File: src/rtl/derrida_histogram_collector_pkg.sv
// Shared definitions for the Derrida histogram collector: FSM encoding,
// default widths and the bin-count derivation.
package derrida_histogram_collector_pkg;

  typedef enum logic [1:0] {
    ST_COLLECT  = 2'd0,
    ST_DRAIN    = 2'd1,
    ST_FINISHED = 2'd2
  } state_t;

  localparam int DEF_DIST_WIDTH  = 2;
  localparam int DEF_COUNT_WIDTH = 16;

  function automatic int nbins_of(input int dist_width);
    return 1 << dist_width;
  endfunction

endpackage

File: src/rtl/derrida_histogram_collector_bin.sv
// One saturating histogram bin: counts increments, holds at all-ones and
// flags an increment that arrived while saturated.
module hist_bin_counter #(
  parameter int COUNT_WIDTH = 16
) (
  input  logic                   clk,
  input  logic                   rst,
  input  logic                   inc,
  input  logic                   clr,
  output logic [COUNT_WIDTH-1:0] count,
  output logic [COUNT_WIDTH-1:0] next_count,
  output logic                   sat_hit
);

  localparam logic [COUNT_WIDTH-1:0] MAX_COUNT = '1;

  always_comb begin
    next_count = count;
    sat_hit    = 1'b0;
    if (clr) begin
      next_count = '0;
    end else if (inc) begin
      if (count == MAX_COUNT) sat_hit = 1'b1;
      else next_count = count + COUNT_WIDTH'(1);
    end
  end

  always_ff @(posedge clk or negedge rst) begin
    if (!rst) count <= '0;
    else      count <= next_count;
  end

endmodule

File: src/rtl/derrida_histogram_collector.sv
// Histogram of Hamming distances: counts per distance while collecting, then
// drains every bin over a valid/ready port and waits for clear.
module derrida_histogram_collector
  import derrida_histogram_collector_pkg::*;
#(
  parameter int DIST_WIDTH  = DEF_DIST_WIDTH,
  parameter int COUNT_WIDTH = DEF_COUNT_WIDTH
) (
  input  logic                   clk,
  input  logic                   rst,
  input  logic                   input_data_valid,
  input  logic [DIST_WIDTH-1:0]  input_data,
  input  logic                   input_done,
  input  logic                   clear,
  input  logic                   output_ready,
  output logic                   output_data_valid,
  output logic [DIST_WIDTH-1:0]  output_bin,
  output logic [COUNT_WIDTH-1:0] output_data,
  output logic                   overflow,
  output logic                   done,
  output logic [1:0]             dbg_state
);

  localparam int NBINS = nbins_of(DIST_WIDTH);
  localparam logic [DIST_WIDTH-1:0] LAST_BIN = DIST_WIDTH'(NBINS - 1);

  state_t state_q, state_d;
  logic                   valid_d, done_d, ovf_d, clr_bins;
  logic [DIST_WIDTH-1:0]  bin_d;
  logic [COUNT_WIDTH-1:0] data_d;
  logic [NBINS-1:0]       inc, sat_hit;
  logic [COUNT_WIDTH-1:0] counts     [NBINS];
  logic [COUNT_WIDTH-1:0] next_counts[NBINS];

  for (genvar g = 0; g < NBINS; g++) begin : g_bin
    hist_bin_counter #(.COUNT_WIDTH(COUNT_WIDTH)) u_bin (
      .clk        (clk),
      .rst        (rst),
      .inc        (inc[g]),
      .clr        (clr_bins),
      .count      (counts[g]),
      .next_count (next_counts[g]),
      .sat_hit    (sat_hit[g])
    );
  end

  // Output handshake: a bin moves when output_data_valid & output_ready at a
  // rising edge; while valid is high and ready low, bin and data hold.
  always_comb begin
    state_d  = state_q;
    valid_d  = output_data_valid;
    bin_d    = output_bin;
    data_d   = output_data;
    done_d   = done;
    ovf_d    = overflow;
    inc      = '0;
    clr_bins = 1'b0;
    unique case (state_q)
      ST_COLLECT: begin
        for (int i = 0; i < NBINS; i++)
          inc[i] = input_data_valid && (input_data == DIST_WIDTH'(i));
        ovf_d = overflow | (|sat_hit);
        if (input_done) begin
          // next_counts so a sample coincident with input_done reaches bin 0
          state_d = ST_DRAIN;
          valid_d = 1'b1;
          bin_d   = '0;
          data_d  = next_counts[0];
        end
      end
      ST_DRAIN: begin
        if (output_data_valid && output_ready) begin
          if (output_bin == LAST_BIN) begin
            state_d = ST_FINISHED;
            valid_d = 1'b0;
            bin_d   = '0;
            data_d  = '0;
            done_d  = 1'b1;
          end else begin
            bin_d  = output_bin + DIST_WIDTH'(1);
            data_d = counts[output_bin + DIST_WIDTH'(1)];
          end
        end
      end
      ST_FINISHED: begin
        if (clear) begin
          state_d  = ST_COLLECT;
          clr_bins = 1'b1;
          ovf_d    = 1'b0;
          done_d   = 1'b0;
        end
      end
      default: state_d = ST_COLLECT;
    endcase
  end

  always_ff @(posedge clk or negedge rst) begin
    if (!rst) begin
      state_q           <= ST_COLLECT;
      output_data_valid <= 1'b0;
      output_bin        <= '0;
      output_data       <= '0;
      overflow          <= 1'b0;
      done              <= 1'b0;
    end else begin
      state_q           <= state_d;
      output_data_valid <= valid_d;
      output_bin        <= bin_d;
      output_data       <= data_d;
      overflow          <= ovf_d;
      done              <= done_d;
    end
  end

  assign dbg_state = state_q;

endmodule
File: config.mk
export PLATFORM = sky130hd
export DESIGN_NAME = derrida_histogram_collector
export DESIGN_NICKNAME = d
export VERILOG_FILES = /design/src/rtl/derrida_histogram_collector_pkg.sv /design/src/rtl/derrida_histogram_collector_bin.sv /design/src/rtl/derrida_histogram_collector.sv
export SDC_FILE = /design/constraint.sdc
export NUM_CORES = 1
export LEC_CHECK = 0
export ABC_CLOCK_PERIOD_IN_PS = 2800
export BUFFER_PORTS_ARGS = -buffer_cell sky130_fd_sc_hd__buf_4
export CORE_UTILIZATION = 60
export CTS_CLUSTER_SIZE = 25
export DETAILED_ROUTE_END_ITERATION = 16
export MAX_ROUTING_LAYER = met4
export PLACE_DENSITY = 0.79
export SLEW_MARGIN = 15
export SYNTH_ARGS = -nofsm -noshare
export SYNTH_HDL_FRONTEND = slang
export SYNTH_SLANG_ARGS = --single-unit
export TNS_END_PERCENT = 20
File: constraint.sdc
create_clock -name clk -period 2.8 [get_ports clk]
set_input_delay 0.14 -clock clk [delete_from_list [all_inputs] [get_ports clk]]
set_output_delay 0.14 -clock clk [all_outputs]
set_load 0.01 [all_outputs]
==> key figures <==
Timing
  – TNS Setup: 0 ns
  – Clock Skew: 0.0129 ns
  – Max transition margin: 0.455
  – Setup-failing EPs final: 0
  – Slew @ Worst Pin: 0.817 ns
  – Post-layout min period: 2.18 ns
  – Final period utilization: 0.780
  – Final hold vios: 0
  – Slew Viols, Final: 0
  – Fmax: 0.458 GHz
  – RSZ-0062 raised after global routing: false

Setup path
  – CP max FO: 10
  – Worst Reg-to-Reg Cells: 5
  – Worst EP required: 3.09 ns
  – Crit end category: flop
  – Critical path startpoint category: flop
  – CP arrival: 2.48 ns
  – Critical path class: reg -> reg
  – CP max stage cell: nor3_1
  – Largest stage delay on the critical path: 0.54 ns
  – Crit-path cells: nor3_1 > nand2_1 > or4_1 > and3_1 > o21ai_1

Clocking
  – H-tree depth: 3
  – CTS buffer count: 9
  – Root buffer cell: clkbuf_8
  – Worst skew pair latency: 0.37 ns
  – CTS tree: yes
  – Post-CTS sizing: 0
  – Clk sinks: 87
  – Clock-pin slew on the worst setup and hold paths: 0.09 ns
  – Clock tree buffer depth: 2

Logic synthesis
  – Synth Net Count: 503
  – Cell Area, Synth: 4850 sq um
  – Async set-reset flop share out of synthesis: 1.00
  – Yosys cell types: 47
  – Yosys top cell by area: dfrtp_1
  – Seq/Total Area, Yosys: 0.449
  – Yosys reg bits: 87
  – Synth Area per Inst: 9.90 sq um
  – Synth top area share: 0.449
  – Synth top area cells: dfrtp_1 (45%), mux4_2 (7.4%), xnor2_1 (5.4%)
  – Synth Flop Type: dfrtp_1
  – Yosys warning count: 0
  – Post-synth EDFFs: 0
  – Cells after synthesis: 490

Layout
  – Ant. Diodes: 0
  – Final nets: 533
  – Share of layout cells above drive strength 1: 0.154
  – Synthesis-to-finish area growth: 12.3%
  – Commonest cells after routing, fill and taps aside: dfrtp_1 (87), nor2_1 (56), nand2_1 (42)
  – Most common cell after layout, fill and taps aside: dfrtp_1

Place
  – Hpwl dp: 8930 um
  – IO Port Bufs: 30
  – Gpl congestion: 1.07

Global routing
  – GRT Overall Usage: 0.327
  – Largest net degree at the start of global routing: 88
  – Initial antenna violation count: 0
  – First-pass GRT wire length: 20500 um
  – Total grt overflow: 0
  – Vias in the first global route: 4037

Floorplan
  – I/O pin cnt: 31
  – Die H: 91.9 um
  – Die area: 8450 sq um
  – Rows: 32
  – Initial Util: 0.625
  – Die W: 91.9 um
  – Core area: 7770 sq um

Power
  – Worst VDD drop: 0.000604 V
  – PwrDens: 657 nW/um^2
  – Leakage: 2.30 nW
  – Design Power: 3.58 mW

Routing
  – Vias: 4123
  – Routed len/inst: 19.6 um
  – Post-route DRC: 0
  – Final wirelength: 12300 um
  – Initial DRT Pass Iterations: 5
  – Via density: 6.58
  – Routed Antenna Nets: 0
  – DR iter-0 viols: 396

Job
  – Number of max-cap violations: 0

Hold path
  – Depth of the worst hold-timing path: 3
  – Hold WC Path Type: in -> reg

Outcome
  – Status: finished clean
## power breakdown
| group | switching [mW] | internal [mW] | leakage, nW |
|---|---|---|---|
| registers | 0.184 | 1.40 | 1.18 |
| clock network | 0.463 | 0.614 | 0.122 |
| logic | 0.483 | 0.436 | 0.998 |
## per-layer routing
metal  part of all wire  global-route usage  vias up  wire, um
met1               0.43               0.445     2026      5250
met5                  0                   -        -         0
met3              0.073              0.0464       21       893
met2               0.49               0.506      192      5970
li1                   -                   -     1884         -
met4              0.015               0.118        0       182
## Yosys cell counts (all sizes together) (2+ instances only)
master and count:
ha 5, inv 4, or3 7, a21o 2
a31o 4, nor3b 4, buf 9, nor3 24
o31ai 2, nand3b 2, xnor2 30, a221o 2
a211oi 6, and4b 2, nand3 21, and3 12
nand2b 3, and4 9, and2 8, a21oi 17
xor2 4, dfrtp 87, mux2i 10, nand2 42
clkbuf 11, a31oi 2, nand4 25, o21ai 27
nor2b 2, nor2 57, nor4 10, a22oi 15
or4 4, mux4 16
## sequential cells by signal, indices dropped and copies added (netlist names)
register and flops:
output_data_valid 1, overflow 1, dbg_state 2, done 1
output_data 16, g_bin.u_bin.count 64, output_bin 2
## per-stage QoR
stage               instances  cell area, sq um  utilization  setup WS [ns]  hold WS [ns]
floorplan                 490              4850            -          0.733        -0.156
global placement          609              5180        0.667          0.719         0.350
detailed placement        609              5180        0.667          0.650         0.343
CTS                       626              5430        0.700          0.628       0.00778
global route              627              5450        0.701          0.424         0.105
finish                    627              5450        0.701          0.615         0.103
## worst max-delay path: cells and delay by family (launching register included)
family / cells / cell delay (ns)
AND/OR/NAND/NOR: 4 / 1.49
AO/OA/AOI/OAI: 1 / 0.12
flip-flops: 1 / 0.50
## what timing repair did
item	4_1_cts	5_1_grt
endpoints found under the hold margin	1	87
hold buffers	1	1
buffers inserted	0	0
## layout make-up
cell class,count,area [sq um]
Clock buffer,10,138
Clock inverter,6,108
Fill cell,583,2320
Inverter,4,15.0
Multi-Input combinational cell,379,2580
Sequential cell,87,2180
Tap cell,102,128
Timing Repair Buffer,39,302
## final timing paths
kind,from,slack [ns],endpoint
setup / recovery,dbg_state[1]$_DFFE_PN0P_,0.62,output_data[15]$_DFFE_PN0P_
hold / removal,input_done,0.10,output_data_valid$_DFFE_PN0P_
setup reg to reg,dbg_state[1]$_DFFE_PN0P_,0.62,output_data[15]$_DFFE_PN0P_
hold reg to reg,done$_DFFE_PN0P_,0.51,done$_DFFE_PN0P_
max in group asynchronous,rst,1.81,g_bin[1].u_bin.count[6]$_DFFE_PN0P_
min in group asynchronous,rst,0.39,output_bin[0]$_DFFE_PN0P_
## logic make-up after synthesis
logic type	share of synthesized area
compound gates	0.103
buf+inv	0.0206
mux	0.0949
simple gates	0.258
fa+ha+maj	0.0129
flops	0.449
xor+xnor	0.0614
No activity file was read; power rests on OpenSTA's default activity.
